File: src/rtl/loader_pkg.sv
// Shared definitions for the boot-time program loader: FSM states and stream framing.
package loader_pkg;

  typedef enum logic [2:0] {
    IDLE,
    HDR,
    DATA,
    WRITE,
    CHECK,
    DONE,
    ERROR
  } state_t;

  // Stream framing: little-endian word count, 4-byte words, one XOR checksum byte.
  localparam int HDR_BYTES  = 2;
  localparam int CSUM_BYTES = 1;
  localparam int WORD_BYTES = 4;

endpackage

File: src/rtl/byte_packer.sv
// Assembles little-endian bytes into 32-bit words; the first byte lands in [7:0].
module byte_packer
  import loader_pkg::*;
(
  input  logic        clock,
  input  logic        reset,
  input  logic        clear,
  input  logic        load,
  input  logic [7:0]  byte_in,
  output logic [31:0] word,
  output logic        word_full
);

  localparam int CNT_W = $clog2(WORD_BYTES);

  logic [CNT_W-1:0] byte_cnt;

  // High while the byte being loaded completes the word.
  assign word_full = load && (byte_cnt == CNT_W'(WORD_BYTES - 1));

  // Shift each byte in from the top so the oldest byte ends up in the low lane.
  always_ff @(posedge clock) begin
    if (reset) begin
      byte_cnt <= '0;
      word     <= '0;
    end else if (clear) begin
      byte_cnt <= '0;
    end else if (load) begin
      byte_cnt <= byte_cnt + CNT_W'(1);
      word     <= {byte_in, word[31:8]};
    end
  end

endmodule

File: src/rtl/program_loader.sv
// Boot loader: receives a framed program image, writes it to memory word by word,
// and releases the core from reset only after the checksum verifies.
module program_loader
  import loader_pkg::*;
#(
  parameter int ADDRESS_BITS   = 16,
  parameter int TIMEOUT_CYCLES = 1024
) (
  input  logic                    clock,
  input  logic                    reset,
  input  logic                    start,
  input  logic                    rx_valid,
  input  logic [7:0]              rx_data,
  output logic                    rx_ready,
  output logic                    mem_wEn,
  output logic [ADDRESS_BITS-1:0] mem_address,
  output logic [31:0]             mem_write_data,
  output logic                    core_reset,
  output logic                    busy,
  output logic                    done,
  output logic                    error
);

  localparam int TO_W = $clog2(TIMEOUT_CYCLES + 1);

  state_t                  state, state_next;
  logic                    accept, enter_hdr, hdr_last, hdr_bad, timed_out, last_word;
  logic                    word_full;
  logic                    hdr_cnt;
  logic [7:0]              hdr_lo;
  logic [15:0]             hdr_n, word_count;
  logic [ADDRESS_BITS-1:0] word_idx;
  logic [7:0]              csum;
  logic [TO_W-1:0]         to_cnt;
  logic [31:0]             packed_word;

  // Outputs are decodes of registered state or plain registers; rx_ready only
  // depends on the state register so it never combines with rx_valid.
  assign rx_ready       = state inside {HDR, DATA, CHECK};
  assign mem_wEn        = (state == WRITE);
  assign mem_address    = word_idx;
  assign mem_write_data = packed_word;
  assign core_reset     = (state != DONE);
  assign busy           = state inside {HDR, DATA, WRITE, CHECK};
  assign done           = (state == DONE);
  assign error          = (state == ERROR);

  assign accept    = rx_valid && rx_ready;
  assign enter_hdr = start && (state inside {IDLE, DONE, ERROR});
  assign hdr_n     = {rx_data, hdr_lo};
  assign hdr_last  = (hdr_cnt == 1'(HDR_BYTES - 1));
  // Compare in a width that holds 2^ADDRESS_BITS so a full-size image is legal.
  assign hdr_bad   = (hdr_n == 16'd0) || (33'(hdr_n) > (33'd1 << ADDRESS_BITS));
  assign timed_out = (to_cnt >= TO_W'(TIMEOUT_CYCLES));
  assign last_word = ((33'(word_idx) + 33'd1) == 33'(word_count));

  byte_packer u_packer (
    .clock     (clock),
    .reset     (reset),
    .clear     (enter_hdr),
    .load      (accept && (state == DATA)),
    .byte_in   (rx_data),
    .word      (packed_word),
    .word_full (word_full)
  );

  // State register.
  always_ff @(posedge clock) begin
    if (reset) state <= IDLE;
    else       state <= state_next;
  end

  // Next-state decode; a timeout takes priority over a byte arriving that cycle.
  always_comb begin
    state_next = state;
    unique case (state)
      IDLE, DONE, ERROR: if (start) state_next = HDR;
      HDR: begin
        if (timed_out)                state_next = ERROR;
        else if (accept && hdr_last)  state_next = hdr_bad ? ERROR : DATA;
      end
      DATA: begin
        if (timed_out)                state_next = ERROR;
        else if (word_full)           state_next = WRITE;
      end
      WRITE:                          state_next = last_word ? CHECK : DATA;
      CHECK: begin
        if (timed_out)                state_next = ERROR;
        else if (accept)              state_next = (rx_data == csum) ? DONE : ERROR;
      end
      default:                        state_next = IDLE;
    endcase
  end

  // Load control: header byte count, word index, running checksum and idle timer.
  always_ff @(posedge clock) begin
    if (reset) begin
      hdr_cnt  <= 1'b0;
      word_idx <= '0;
      csum     <= '0;
      to_cnt   <= '0;
    end else if (enter_hdr) begin
      hdr_cnt  <= 1'b0;
      word_idx <= '0;
      csum     <= '0;
      to_cnt   <= '0;
    end else begin
      if (accept)
        to_cnt <= '0;
      else if ((state inside {HDR, DATA, CHECK}) && !timed_out)
        to_cnt <= to_cnt + TO_W'(1);
      if ((state == HDR) && accept)
        hdr_cnt <= hdr_cnt + 1'b1;
      if ((state == DATA) && accept)
        csum <= csum ^ rx_data;
      if (state == WRITE)
        word_idx <= word_idx + ADDRESS_BITS'(1);
    end
  end

  // Header capture; only meaningful while in HDR, so no reset needed.
  always_ff @(posedge clock) begin
    if ((state == HDR) && accept) begin
      hdr_lo <= rx_data;
      if (hdr_last) word_count <= hdr_n;
    end
  end

endmodule

File: config.mk
export PLATFORM = sky130hd
export DESIGN_NAME = program_loader
export DESIGN_NICKNAME = d
export VERILOG_FILES = /design/src/rtl/loader_pkg.sv /design/src/rtl/byte_packer.sv /design/src/rtl/program_loader.sv
export SDC_FILE = /design/constraint.sdc
export NUM_CORES = 1
export LEC_CHECK = 0
export ABC_AREA = 1
export BUFFER_PORTS_ARGS = -buffer_cell sky130_fd_sc_hd__buf_2
export CORE_MARGIN = 10
export CORE_UTILIZATION = 55
export DETAILED_ROUTE_END_ITERATION = 7
export PLACE_DENSITY_LB_ADDON = 0.3
export SYNTH_ARGS = -nofsm -noshare
export SYNTH_HDL_FRONTEND = slang
export SYNTH_SLANG_ARGS = --single-unit
File: constraint.sdc
create_clock -name clock -period 3.6 [get_ports clock]
set_clock_uncertainty 0.2 [all_clocks]
set_input_delay 0.72 -clock clock [delete_from_list [all_inputs] [get_ports clock]]
set_output_delay 0.72 -clock clock [all_outputs]
set_load 0.02 [all_outputs]
# Word-level counts from Yosys, hierarchy flattened
# Index checks and enable logic that the tools add are counted.
# totals
regBits	97
input_bits	12
# classes
n_addsub	5
n_lt_le_gt_ge	1
n_eq_ne	14
mux	11
n_bitwise	2
reduce_logical	19
# ops
op	n
3-bit 2-to-1 mux	9
16-bit by 1-bit adder with 17-bit output, second input constant	1
17-bit by 16-bit == test with 1-bit output	1
16-bit by 1-bit adder with 16-bit output, second input constant	1
16-bit logical NOT	1
3-bit case mux with 5 select lines	1
11-bit by 1-bit adder with 11-bit output, second input constant	1
11-bit >= comparator, second input constant	1
3-bit == test, second input constant	3
8-bit == test	1
8-bit bitwise XOR	1
1-bit logical AND	7
3-bit by 2-bit == test with 1-bit output, second input constant	2
3-bit by 2-bit inequality test with 1-bit output, second input constant	2
3-bit inequality test, second input constant	2
3-bit nonzero test	2
3-bit OR reduction	2
2-bit AND reduction	2
4-bit AND reduction	1
4-bit nonzero test	1
3-bit by 1-bit == test with 1-bit output, second input constant	1
3-bit logical NOT	1
2-bit by 1-bit adder with 2-bit output, second input constant	1
2-bit == test, second input constant	1
other kinds (6)	6

# Depth between registers and ports, before layout
# Gate-level depths: netlist of run 1.
# logic_depth
depth_word	8
depth_mapped	16
mapped_depth_nobuf	16

# Hierarchy
# A second synthesis of run 1 with hierarchy kept.
# unflattened
cells_unflattened	673
area_unflattened_um2	4913.5
# by_module_without_submodules
module	instances	cells_each	area_each_um2	seq_area_each_um2
program_loader	1	453	3438.3	1501.4
byte_packer	1	220	1475.2	680.7

# Least setup slack after synthesis of run 1
# No wires, ideal clock.
# synth_path
path_type	input to register
startpoint	input rx_valid
endpoint	register word_count[0], enable pin
arrival_time_ps	1992
path_slack_ps	996
stages	2
path_buffers	0
path_cell_list	inv_1 > nor3_1
# synth_via
elab_chain_len	3
# synth_rtl
element	line_no	rtl
start: declaration	program_loader.sv:12	input logic rx_valid,
1-bit logical AND	program_loader.sv:48	assign accept = rx_valid && rx_ready;
1-bit logical AND	program_loader.sv:123	if ((state == HDR) && accept) begin
2-bit AND reduction (no source line)	n/a	
end signal: assignment	program_loader.sv:125	if (hdr_last) word_count <= hdr_n;
end: declaration	program_loader.sv:31	logic [15:0] hdr_n, word_count;
# No other way between the ends.
# A chain may end at the register's enable or synchronous reset.

# Worst setup path in the final report of run 1
# layout_path
startpoint	register state[0]
endpoint	output busy
# layout_via
elab_chain_len	2
word_cells_on_any_way	5
cone_classes	eq/ne: 4; reduce/logical: 1
# layout_rtl
element	line_no	rtl
start: declaration	program_loader.sv:26	state_t state, state_next;
start signal: assignment	program_loader.sv:70	else state <= state_next;
3-bit by 1-bit == test with 1-bit output, or another cell as far along	program_loader.sv:44	assign busy = state inside {HDR, DATA, WRITE, CHECK};
4-bit nonzero test (*)	program_loader.sv:44	
end: declaration	program_loader.sv:19	output logic busy,
# Every way passes the cells marked *; elsewhere a longest branch is shown, timed or not.

==> results by group, run 1 <==
Outcome
  – Result of the run: finished clean

Clock network
  – CTS sink count: just under 100
  – Post-CTS resize count: 0
  – Number of buffers inserted to repair setup after CTS: 0
  – TritonCTS clock tree: yes
  – Clock latency of the later-clocked register in the worst-skew pair: between 0.3 and 0.4 ns
  – Clock Tree Buf Depth: 2
  – TritonCTS buffer count: 9
  – Root buf cell: sky130_fd_sc_hd__clkbuf_8
  – Clock Pin Slew Worst Setup and Hold Paths: about 0.10 ns
  – Count of hold buffers inserted by post-cts repair: 0
  – CTS H-tree lvls: 3

Die
  – Core area: just under 0.008 mm2
  – Die area: ~0.012 mm2
  – Number of core rows: 32
  – Width of the die: 110 um
  – Initial core utilization: around 57%
  – Number of top-level pins: 66
  – Vert. Die Dim: about 110 um

Worst hold path
  – Worst Hold Launch: hdr_lo[6]$_DFFE_PP_
  – Path type of the worst min-delay path: reg2reg

GRT
  – Global-route congestion overflow total: 0
  – Number of global-route vias before repair: ~3700
  – Pin count of the biggest net entering global routing: 43
  – Total global-route track usage: between 10% and 20%
  – Global-route wire length before repair: between 15000 and 20000 um
  – Antenna violations before repair: 0

Cells and area
  – Share of layout cells above drive strength 1: between 10% and 20%
  – Area growth, synth to finish: 13.7%
  – Final net count: 646
  – Post-layout instance area: approximately 0.005 mm2
  – FF+latch area: between 0.002 and 0.0025 mm2
  – Total inserted antenna cells: 0
  – Area taken by multi-input logic gates: about 0.002 mm2
  – Fillers: a little under 700
  – Final instance count without filler cells: ~740

Placed design
  – I/O Buffers: 65
  – Weighted congestion reported at the end of routability-driven placement: around 0.84
  – Post-placement worst setup slack: about 1.2 ns
  – Placed wire-length estimate after detailed placement: 7680 um
  – Dpl cells: slightly above 700
  – Placed Instance Area: slightly below 0.005 mm2

STA
  – Transition time at the pin with the least slew margin: approximately 0.83 ns
  – Least setup slack across all paths after layout: between 0.9 and 1 ns
  – Minimum clock period after layout: ~2.6 ns
  – Ratio of final minimum period to clock period: about three quarters
  – Worst hold margin: 0.262 ns
  – Unrepaired setup endpoints after global routing: no
  – Slew Limit Headroom: about 44%
  – Final setup violation count: 0
  – Summed negative setup slack over all endpoints: 0 ns
  – Count of endpoints failing hold in the final timing report: 0
  – Max Fclk: roughly 0.38 GHz
  – Count of pins over their slew limit: 0

Critical path
  – Data arrival time of the critical path: about 1.7 ns
  – Startpoint of the worst register-to-register path: mem_address[0]$_SDFFE_PP0P_
  – Startpoint class of the critical path: flop
  – Critical-path maximum fanout: 12
  – Sort of element at the end of the critical path: output port
  – Critical Setup Path Class: reg2out
  – Worst path required time: 2.68 ns
  – Worst setup path startpoint: state[0]$_SDFFE_PP0P_

Yosys
  – FFs w/ async S/R, synth: 0%
  – Cells after Synth: roughly 570
  – Summed instance area of the synthesized netlist: around 0.0045 mm2
  – Mean cell area of the mapped netlist: between 7 and 8 um2
  – Number of enable flip-flop cells after synthesis: 24
  – Primary flip-flop cell chosen by synthesis mapping: sky130_fd_sc_hd__dfxtp_1
  – Number of nets produced by synthesis: around 580
  – Total number of yosys warnings: 0
  – Synth Register Bits: 97
  – Library cells used by synthesis: 40
  – Part of the Yosys area used for sequential elements: about 49%

Routing
  – 1st-iter DRT viols: between 150 and 200
  – Detail-routed net length per standard cell: 14.1 um
  – Post-route antenna net violation count: 0
  – Uppermost routed layer: met4
  – Pre-Repair DR Iteration Count: 5
  – Wire length on met3: roughly 740 um
  – M1 WL: around 4600 um
  – Total via count in the routed design: 3915
  – Count of unresolved DRC violations after routing: 0
  – Detail-routed via count per cell: ~5.3
  – Total routed wirelength: between 10000 and 15000 um
  – Met2 WL post-DR: around 5000 um

Pwr
  – Worst voltage drop across the vdd grid: between 0.3 and 0.4 mV
  – Static Leakage: 2.28 nW
  – Power density relative to cell area: about 540 mW/mm2

Flow run
  – Max-cap violations: 0
-- path summary, 6_finish.rpt --
kind / endpoint / slack [ns] / cells after the start
worst max-delay path: busy / 0.95 / 5
worst min-delay path: word_count[6]$_DFFE_PP_ / 0.26 / 0
worst max register to register: state[2]$_SDFFE_PP0P_ / 1.30 / 15
worst min register to register: word_count[6]$_DFFE_PP_ / 0.26 / 0
-- cells in the final DEF, fill, tap and decap left out, drive strengths merged --
master and instances:
a211oi 1, a21oi 32, a31oi 4, buf 70, clkbuf 9, clkinv 5, clkinvlp 1, dfxtp 73
edfxtp 24, ha 4, inv 51, nand2 114, nand3 29, nand3b 7, nand4 15, nor2 105
nor3 12, nor3b 1, nor4 6, o211ai 2, o21ai 52, o21bai 1, xnor2 4, xor2 12
xor3 1
-- sequential cells by signal, summed over array words and instances, names as in the netlist --
| name | count |
|---|---|
| u_packer.word | 32 |
| mem_address | 16 |
| word_count | 16 |
| to_cnt | 11 |
| hdr_lo | 8 |
| hdr_cnt | 1 |
| u_packer.byte_cnt | 2 |
| csum | 8 |
| state | 3 |
-- final cells by class --
class | count | area share, %
repair buffers | 70 | 7.12
clock buffers | 9 | 2.43
clock inverters | 7 | 1.25
multi-input cells | 402 | 40.1
well taps | 102 | 2.50
inverters | 50 | 3.76
flip-flops and latches | 97 | 42.8
-- logic make-up (layout without fill, tap and decap cells) --
logic type	after synthesis	in the layout	share of synthesized area [%]
flops	97	97	48.7
xor+xnor	17	17	3.66
simple gates	289	289	29.7
buf+inv	66	136	5.84
compound gates	92	92	11.0
fa+ha+maj	4	4	1.12
-- metal layers --
layer | global-route usage, % | vias up
met5 | 0 | -
met4 | 4.86 | 0
met3 | 4.70 | 11
met2 | 28.3 | 106
met1 | 21.4 | 1802
li1 | - | 1996
-- cell usage after synthesis, types with 2 or more instances --
| cell | n | area (um2) |
|---|---|---|
| sky130_fd_sc_hd__nor4_1 | 6 | 37.5 |
| sky130_fd_sc_hd__nor3_2 | 3 | 30.0 |
| sky130_fd_sc_hd__xnor2_1 | 4 | 35.0 |
| sky130_fd_sc_hd__nor2_2 | 9 | 56.3 |
| sky130_fd_sc_hd__o21ai_0 | 48 | 240 |
| sky130_fd_sc_hd__clkbuf_1 | 13 | 48.8 |
| sky130_fd_sc_hd__nor3_1 | 9 | 45.0 |
| sky130_fd_sc_hd__nand4_1 | 13 | 81.3 |
| sky130_fd_sc_hd__a21oi_1 | 31 | 155 |
| sky130_fd_sc_hd__dfxtp_1 | 73 | 1460 |
| sky130_fd_sc_hd__xor2_1 | 12 | 105 |
| sky130_fd_sc_hd__inv_2 | 3 | 11.3 |
| sky130_fd_sc_hd__edfxtp_1 | 24 | 721 |
| sky130_fd_sc_hd__o21ai_1 | 2 | 10.0 |
| sky130_fd_sc_hd__ha_1 | 4 | 50.1 |
| sky130_fd_sc_hd__o21ai_2 | 2 | 17.5 |
| sky130_fd_sc_hd__nand2_1 | 105 | 394 |
| sky130_fd_sc_hd__inv_1 | 44 | 165 |
| sky130_fd_sc_hd__nand2_2 | 8 | 50.1 |
| sky130_fd_sc_hd__a31oi_1 | 4 | 25.0 |
| sky130_fd_sc_hd__buf_2 | 2 | 10.0 |
| sky130_fd_sc_hd__nand3_1 | 27 | 135 |
| sky130_fd_sc_hd__nand3_2 | 2 | 20.0 |
| sky130_fd_sc_hd__nor2_4 | 2 | 22.5 |
| sky130_fd_sc_hd__nor2_1 | 94 | 353 |
| sky130_fd_sc_hd__nand3b_1 | 7 | 52.6 |
-- through the flow --
| step | power (mW) | utilization [%] |
|---|---|---|
| after detailed placement | 2.10 | 62.9 |
| after floorplan | 1.87 | - |
| after CTS | 2.77 | 65.3 |
| final | 2.76 | 65.3 |
| after global routing | 2.92 | 65.3 |
| after global placement | 2.09 | 62.9 |
-- worst max-delay path: stages, from the launching register on --
cell and delay [ns]:
sky130_fd_sc_hd__dfxtp_1 0.46, sky130_fd_sc_hd__inv_1 0.14, sky130_fd_sc_hd__nor3_2 0.20, sky130_fd_sc_hd__inv_1 0.24, sky130_fd_sc_hd__nand4_1 0.15, sky130_fd_sc_hd__buf_2 0.17
-- power by group --
part	switching, mW	leakage [nW]	total (mW)	internal (mW)
clock network	0.412	0.0934	0.677	0.264
logic	0.529	1.38	0.754	0.225
registers	0.0898	0.807	1.32	1.23
No activity file was read; power rests on OpenSTA's default activity.
==> inputs of run 2 (changes only) <==
clock period = 2.5 ns   (was 3.6 ns; I/O delays follow)
==> results by group, run 2 (synthesized netlist as in run 1, its figures left out) <==
STA
  – Least setup slack across all paths after layout: 0.206 ns (-0.746 ns)
  – Final setup violation count: 0 (unchanged)
  – Minimum clock period after layout: approximately 2.3 ns
  – Ratio of final minimum period to clock period: 91.8%
  – Summed negative setup slack over all endpoints: 0 ns (unchanged)
  – Unrepaired setup endpoints after global routing: no
  – Count of endpoints failing hold in the final timing report: 0 (unchanged)
  – Max Fclk: between 0.4 and 0.5 GHz
  – Slew Limit Headroom: 68.5% (+24 points)
  – Transition time at the pin with the least slew margin: 0.468 ns (-0.365 ns)
  – Count of pins over their slew limit: 0 (unchanged)

GRT
  – Number of global-route vias before repair: 3793 (+2.2%)
  – Total global-route track usage: 17.9% (+0.86 points)
  – Met1 demand-to-capacity share in global routing: 21.9% (+0.55 points)
  – Global-route congestion overflow total: 0 (unchanged)
  – Global-route wire length before repair: 17700 um (+4.5%)
  – Met3 global-route usage: 5.51% (+0.81 points)
  – Pin count of the biggest net entering global routing: 43 (unchanged)
  – Antenna violations before repair: 0 (unchanged)
  – GR Layer Usage met2: 29.9% (+1.6 points)
  – Most heavily used metal layer in global routing: met2

Critical path
  – Worst path required time: 1.80 ns (-0.88 ns)
  – Dominant delay contributor by cell family on the critical path: buffers and inverters
  – Critical-path maximum fanout: 12 (unchanged)
  – Startpoint class of the critical path: flop
  – End of the worst register-to-register path: state[2]$_SDFFE_PP0P_
  – Crit path depth: 5 (unchanged)
  – Reg2Reg Depth: 12 (-3)
  – Critical Setup Path Class: reg2out
  – Slowest cell delay on critical path: 0.40 ns (-0.06 ns)
  – Slowest-stage cell, CP: sky130_fd_sc_hd__dfxtp_2
  – Startpoint of the worst register-to-register path: mem_address[2]$_SDFFE_PP0P_
  – Data arrival time of the critical path: 1.59 ns (-0.14 ns)
  – Worst-path cell chain: inv_1, nor3_2, inv_2, nand4_1, buf_2
  – Buf+Inv Stages, Crit Path: 3 (unchanged)
  – Sort of element at the end of the critical path: output port
  – Flop-to-flop setup slack: 0.29 ns (-1.01 ns)

Die
  – Vert. Die Dim: 110 um (unchanged)
  – Initial core utilization: 57.4% (unchanged)
  – Number of top-level pins: 66 (unchanged)
  – Die area: 0.0122 mm2 (unchanged)
  – Core area: 0.00781 mm2 (unchanged)
  – Number of core rows: 32 (unchanged)
  – Width of the die: 110 um (unchanged)

Placed design
  – Placed Instance Area: 0.00492 mm2 (+0.31%)
  – Weighted congestion reported at the end of routability-driven placement: 0.853 (+1.8%)
  – Post-placement worst setup slack: 0.230 ns (-0.980 ns)
  – Placed wire-length estimate after detailed placement: 7880 um (+2.7%)
  – I/O Buffers: 65 (unchanged)

Clock network
  – TritonCTS buffer count: 9 (unchanged)
  – Clock Pin Slew Worst Setup and Hold Paths: 0.10 ns (about the same)
  – Root buf cell: sky130_fd_sc_hd__clkbuf_8
  – CTS sink count: 97 (unchanged)
  – Clock latency of the later-clocked register in the worst-skew pair: 0.37 ns (about the same)
  – CTS H-tree lvls: 3 (unchanged)
  – Clock Tree Buf Depth: 2 (unchanged)
  – Number of buffers inserted to repair setup after CTS: 0 (unchanged)
  – TritonCTS clock tree: yes

Cells and area
  – Share of layout cells above drive strength 1: 20.3% (+0.72 points)
  – Area taken by multi-input logic gates: 0.00205 mm2 (+0.24%)
  – Post-layout instance area: 0.00513 mm2 (+0.64%)
  – Final net count: 648 (+0.31%)
  – Flip-flop count of the largest register, all copies and words added: 32 (unchanged)
  – Fillers: 678 (-0.44%)
  – Area growth, synth to finish: 14.5%
  – FF+latch area: 0.00218 mm2 (+0.12%)
  – Total inserted antenna cells: 0 (unchanged)
  – Register bank with the most flops: u_packer.word
  – Leading cell types in the layout, fill and taps excluded: sky130_fd_sc_hd__nand2_1, sky130_fd_sc_hd__nor2_1, sky130_fd_sc_hd__dfxtp_1
  – Core utilization of the finished layout: 65.7% (+0.42 points)
  – Most frequent standard cell in the layout excluding fill and tap cells: sky130_fd_sc_hd__nand2_1

Pwr
  – Power density relative to cell area: 788 mW/mm2 (+46%)
  – Worst voltage drop across the vdd grid: 0.635 mV (+110%)
  – Static Leakage: 2.30 nW (+0.85%)
  – Total power of the final layout: 4.04 mW (+47%)

Routing
  – Post-route antenna net violation count: 0 (unchanged)
  – Total routed wirelength: 10800 um (+4.6%)
  – 1st-iter DRT viols: 212 (+13%)
  – Detail-routed via count per cell: 5.47 (+2.9%)
  – Detail-routed net length per standard cell: 14.7 um (+4.3%)
  – Count of unresolved DRC violations after routing: 0 (unchanged)
  – Total via count in the routed design: 4039 (+3.2%)
  – Pre-Repair DR Iteration Count: 4 (-1)

Worst hold path
  – WHS Path Cells: 2 (+2)
  – Path type of the worst min-delay path: in2reg
  – Worst Hold Path EP: state[0]$_SDFFE_PP0P_
  – Worst Hold Launch: reset

Flow run
  – Max-cap violations: 0 (unchanged)

Outcome
  – Result of the run: finished clean
==> run 2: worst max-delay path by stage <==
stage / start / end / slack, ns
2_1_floorplan: state[2]$_SDFFE_PP0P_ / word_count[0]$_DFFE_PP_ / 0.009
3_3_place_gp: mem_address[0]$_SDFFE_PP0P_ / state[1]$_SDFFE_PP0P_ / 0.34
3_5_place_dp: mem_address[0]$_SDFFE_PP0P_ / state[2]$_SDFFE_PP0P_ / 0.23
4_1_cts: state[0]$_SDFFE_PP0P_ / busy / 0.06
5_1_grt: mem_address[1]$_SDFFE_PP0P_ / state[2]$_SDFFE_PP0P_ / 0.08
6_report: state[0]$_SDFFE_PP0P_ / busy / 0.21
==> run 2: what timing repair did <==
item                                    4_1_cts  5_1_grt
hold buffers                                  0        0
endpoints found under the setup margin        0        4
resized for setup                             0        5
hold endpoints to repair                      0        0
==> run 2: metrics by stage <==
stage	hold slack, ns	std cells
floorplan	0.227	565
global placement	0.236	723
detailed placement	0.239	723
CTS	0.135	739
global route	0.131	739
finish	0.143	739
==> run 2: routing by layer <==
metal	wire (um)	vias up
li1	-	1999
met1	4520	1898
met2	5320	129
met3	845	13
met4	160	0
met5	0	-
==> run 2: worst reg2reg max path: stages (launching register included) <==
cell                      delay [ns]
sky130_fd_sc_hd__dfxtp_1        0.45
sky130_fd_sc_hd__nand3_1        0.21
sky130_fd_sc_hd__nor2_1         0.28
sky130_fd_sc_hd__nand4_1        0.17
sky130_fd_sc_hd__nand2_1        0.14
sky130_fd_sc_hd__nand2_1        0.06
sky130_fd_sc_hd__nand2_1        0.07
sky130_fd_sc_hd__nand3_1        0.12
sky130_fd_sc_hd__nor2_2         0.14
sky130_fd_sc_hd__nand3_1        0.08
sky130_fd_sc_hd__nand2_1        0.06
sky130_fd_sc_hd__nand2_1        0.06
sky130_fd_sc_hd__a21oi_2        0.13
==> run 2: layout make-up <==
| cell class | instances | area share, % |
|---|---|---|
| Clock buffer | 9 | 2.42 |
| Clock inverter | 7 | 1.37 |
| Inverter | 50 | 3.73 |
| Multi-Input combinational cell | 402 | 39.9 |
| Sequential cell | 97 | 42.6 |
| Tap cell | 102 | 2.49 |
| Timing Repair Buffer | 72 | 7.44 |
==> run 2: power by group <==
group	switching, mW	internal (mW)
clock	0.615	0.392
sequential	0.126	1.78
combinational	0.790	0.337
total	1.53	2.51
==> inputs of run 3 (changes only) <==
GPL_ROUTABILITY_DRIVEN = 0   (was default)
PLACE_DENSITY = 0.77   (was default)
PLACE_DENSITY_LB_ADDON = default   (was 0.3)
==> results by group, run 3 (synthesized netlist as in run 1, its figures left out) <==
Outcome
  – Result of the run: finished clean

Die
  – Number of core rows: 32 (unchanged)
  – Width of the die: 110 um (unchanged)
  – Vert. Die Dim: 110 um (unchanged)
  – Die area: 0.0122 mm2 (unchanged)
  – Initial core utilization: 57.4% (unchanged)
  – Core area: 0.00781 mm2 (unchanged)
  – Number of top-level pins: 66 (unchanged)

GRT
  – Total global-route track usage: 18.5% (+0.58 points)
  – Pin count of the biggest net entering global routing: 43 (unchanged)
  – Number of global-route vias before repair: 3983 (+5.0%)
  – Global-route wire length before repair: 18200 um (+2.6%)
  – Antenna violations before repair: 0 (unchanged)
  – Global-route congestion overflow total: 0 (unchanged)

Routing
  – Pre-Repair DR Iteration Count: 5 (+1)
  – Detail-routed net length per standard cell: 14.7 um (+0.46%)
  – Post-route antenna net violation count: 0 (unchanged)
  – Total routed wirelength: 10900 um (+0.46%)
  – Total via count in the routed design: 4022 (-0.42%)
  – Count of unresolved DRC violations after routing: 0 (unchanged)
  – Detail-routed via count per cell: 5.44 (-0.42%)
  – 1st-iter DRT viols: 202 (-4.7%)

Critical path
  – Critical-path maximum fanout: 12 (unchanged)
  – Flop-to-flop setup slack: 0.27 ns (-0.02 ns)
  – Worst-path cell chain: inv_1, nor3_2, inv_2, nand4_1, buf_2
  – Slowest-stage cell, CP: sky130_fd_sc_hd__dfxtp_1
  – Reg2Reg Depth: 15 (+3)
  – Startpoint class of the critical path: flop
  – End of the worst register-to-register path: state[2]$_SDFFE_PP0P_
  – Dominant delay contributor by cell family on the critical path: buffers and inverters
  – Slowest cell delay on critical path: 0.46 ns (+0.06 ns)
  – Startpoint of the worst register-to-register path: mem_address[1]$_SDFFE_PP0P_
  – Data arrival time of the critical path: 1.67 ns (+0.08 ns)
  – Critical Setup Path Class: reg2out
  – Sort of element at the end of the critical path: output port
  – Buf+Inv Stages, Crit Path: 3 (unchanged)
  – Worst path required time: 1.80 ns (about the same)

Cells and area
  – Leading cell types in the layout, fill and taps excluded: sky130_fd_sc_hd__nand2_1, sky130_fd_sc_hd__nor2_1, sky130_fd_sc_hd__dfxtp_1
  – Flip-flop count of the largest register, all copies and words added: 32 (unchanged)
  – Area growth, synth to finish: 14.5% (about the same)
  – Most frequent standard cell in the layout excluding fill and tap cells: sky130_fd_sc_hd__nand2_1
  – Final instance count without filler cells: 739 (unchanged)
  – Share of layout cells above drive strength 1: 20.3% (unchanged)
  – Core utilization of the finished layout: 65.7% (about the same)
  – Register bank with the most flops: u_packer.word
  – Final net count: 648 (unchanged)
  – Total inserted antenna cells: 0 (unchanged)

Placed design
  – Placed wire-length estimate after detailed placement: 8050 um (+2.1%)
  – Dpl cells: 723 (unchanged)
  – I/O Buffers: 65 (unchanged)
  – Post-placement worst setup slack: 0.183 ns (-0.0466 ns)

Pwr
  – Static Leakage: 2.30 nW (about the same)
  – Worst voltage drop across the vdd grid: 0.530 mV (-17%)
  – Power density relative to cell area: 787 mW/mm2 (-0.16%)
  – Total power of the final layout: 4.03 mW (-0.11%)

STA
  – Least setup slack across all paths after layout: 0.131 ns (-0.0749 ns)
  – Transition time at the pin with the least slew margin: 0.410 ns (-0.0574 ns)
  – Slew Limit Headroom: 72.7% (+4.1 points)
  – Minimum clock period after layout: 2.37 ns (+0.0749 ns)
  – Final setup violation count: 0 (unchanged)
  – Count of pins over their slew limit: 0 (unchanged)
  – Unrepaired setup endpoints after global routing: yes
  – Ratio of final minimum period to clock period: 94.8% (+3.0 points)
  – Count of endpoints failing hold in the final timing report: 0 (unchanged)
  – Max Fclk: 0.422 GHz (-3.2%)

Clock network
  – TritonCTS buffer count: 9 (unchanged)
  – CTS H-tree lvls: 3 (unchanged)
  – Post-CTS resize count: 0 (unchanged)
  – CTS sink count: 97 (unchanged)
  – Number of buffers inserted to repair setup after CTS: 0 (unchanged)
  – Count of hold buffers inserted by post-cts repair: 0 (unchanged)
  – Clock Pin Slew Worst Setup and Hold Paths: 0.09 ns (about the same)
  – Root buf cell: sky130_fd_sc_hd__clkbuf_8
  – Clock Tree Buf Depth: 2 (unchanged)
  – Clock latency of the later-clocked register in the worst-skew pair: 0.36 ns (about the same)
  – TritonCTS clock tree: yes

Worst hold path
  – WHS Path Cells: 2 (unchanged)
  – Path type of the worst min-delay path: in2reg
  – Worst Hold Path EP: state[2]$_SDFFE_PP0P_
  – Worst Hold Launch: reset

Flow run
  – Max-cap violations: 0 (unchanged)
[run 3: cell count changes in the layout (fill, tap and decap cells not counted)]
cell                       previous run  this run
sky130_fd_sc_hd__clkinv_2             2         1
sky130_fd_sc_hd__inv_4                1         2
sky130_fd_sc_hd__dfxtp_1             71        72
sky130_fd_sc_hd__nor2_1              93        92
sky130_fd_sc_hd__inv_8                2         3
sky130_fd_sc_hd__dfxtp_2              2         1
sky130_fd_sc_hd__clkinv_4             1         2
sky130_fd_sc_hd__nor2_2               9        10
sky130_fd_sc_hd__clkbuf_8             9        10
sky130_fd_sc_hd__clkinv_8             1         0
sky130_fd_sc_hd__inv_6                2         0
[run 3: stage by stage]
step / setup TNS, ns / hold WS [ns] / cell area (um2)
final: 0 / 0.148 / 5130
after global routing: -0.00688 / 0.127 / 5130
after CTS: 0 / 0.132 / 5120
after detailed placement: 0 / 0.241 / 4920
after global placement: 0 / 0.236 / 4920
after floorplan: 0 / 0.227 / 4480
[run 3: worst max-delay path by stage]
stage / start / endpoint / slack, ns / depth (start not counted)
3_3_place_gp: mem_address[0]$_SDFFE_PP0P_ / state[1]$_SDFFE_PP0P_ / 0.35 / 14
6_report: state[0]$_SDFFE_PP0P_ / busy / 0.13 / 5
4_1_cts: state[0]$_SDFFE_PP0P_ / busy / 0.07 / 5
2_1_floorplan: state[2]$_SDFFE_PP0P_ / word_count[0]$_DFFE_PP_ / 0.009 / 4
5_1_grt: state[0]$_SDFFE_PP0P_ / busy / -0.007 / 5
3_5_place_dp: mem_address[0]$_SDFFE_PP0P_ / state[1]$_SDFFE_PP0P_ / 0.18 / 16
[run 3: metal layers]
metal	global-route usage (%)	vias to the layer above	routed length (um)
li1	-	2005	-
met1	22.0	1879	4500
met2	30.5	118	5320
met3	5.86	20	839
met4	7.61	0	238
met5	0	-	0
[run 3: area by class of cell]
cell class	count	area, um2
fill	661	2680
sequential	97	2180
clock buffer	10	138
clock inverter	6	57.6
tap	102	128
multi-input combinational	402	2050
inverter	50	191
timing repair buffer	72	382
[run 3: worst register-to-register path, cell delays in order (launching register included)]
cell,delay [ns]
sky130_fd_sc_hd__dfxtp_1,0.42
sky130_fd_sc_hd__ha_1,0.26
sky130_fd_sc_hd__nand2_1,0.15
sky130_fd_sc_hd__nor2_4,0.21
sky130_fd_sc_hd__nand2_1,0.09
sky130_fd_sc_hd__nand2_1,0.09
sky130_fd_sc_hd__nand2_1,0.07
sky130_fd_sc_hd__nand2_1,0.06
sky130_fd_sc_hd__nand2_1,0.05
sky130_fd_sc_hd__nor2_1,0.08
sky130_fd_sc_hd__nand3_1,0.09
sky130_fd_sc_hd__nor2_2,0.10
sky130_fd_sc_hd__nand3_1,0.09
sky130_fd_sc_hd__nand2_1,0.07
sky130_fd_sc_hd__nand2_1,0.06
sky130_fd_sc_hd__a21oi_2,0.11
[run 3: where the power goes]
| group | switching, mW | internal (mW) | leakage (nW) | total, mW |
|---|---|---|---|---|
| sequential | 0.129 | 1.78 | 0.807 | 1.91 |
| combinational | 0.780 | 0.337 | 1.39 | 1.12 |
| clock | 0.597 | 0.415 | 0.103 | 1.01 |
| total | 1.51 | 2.53 | 2.30 | 4.03 |
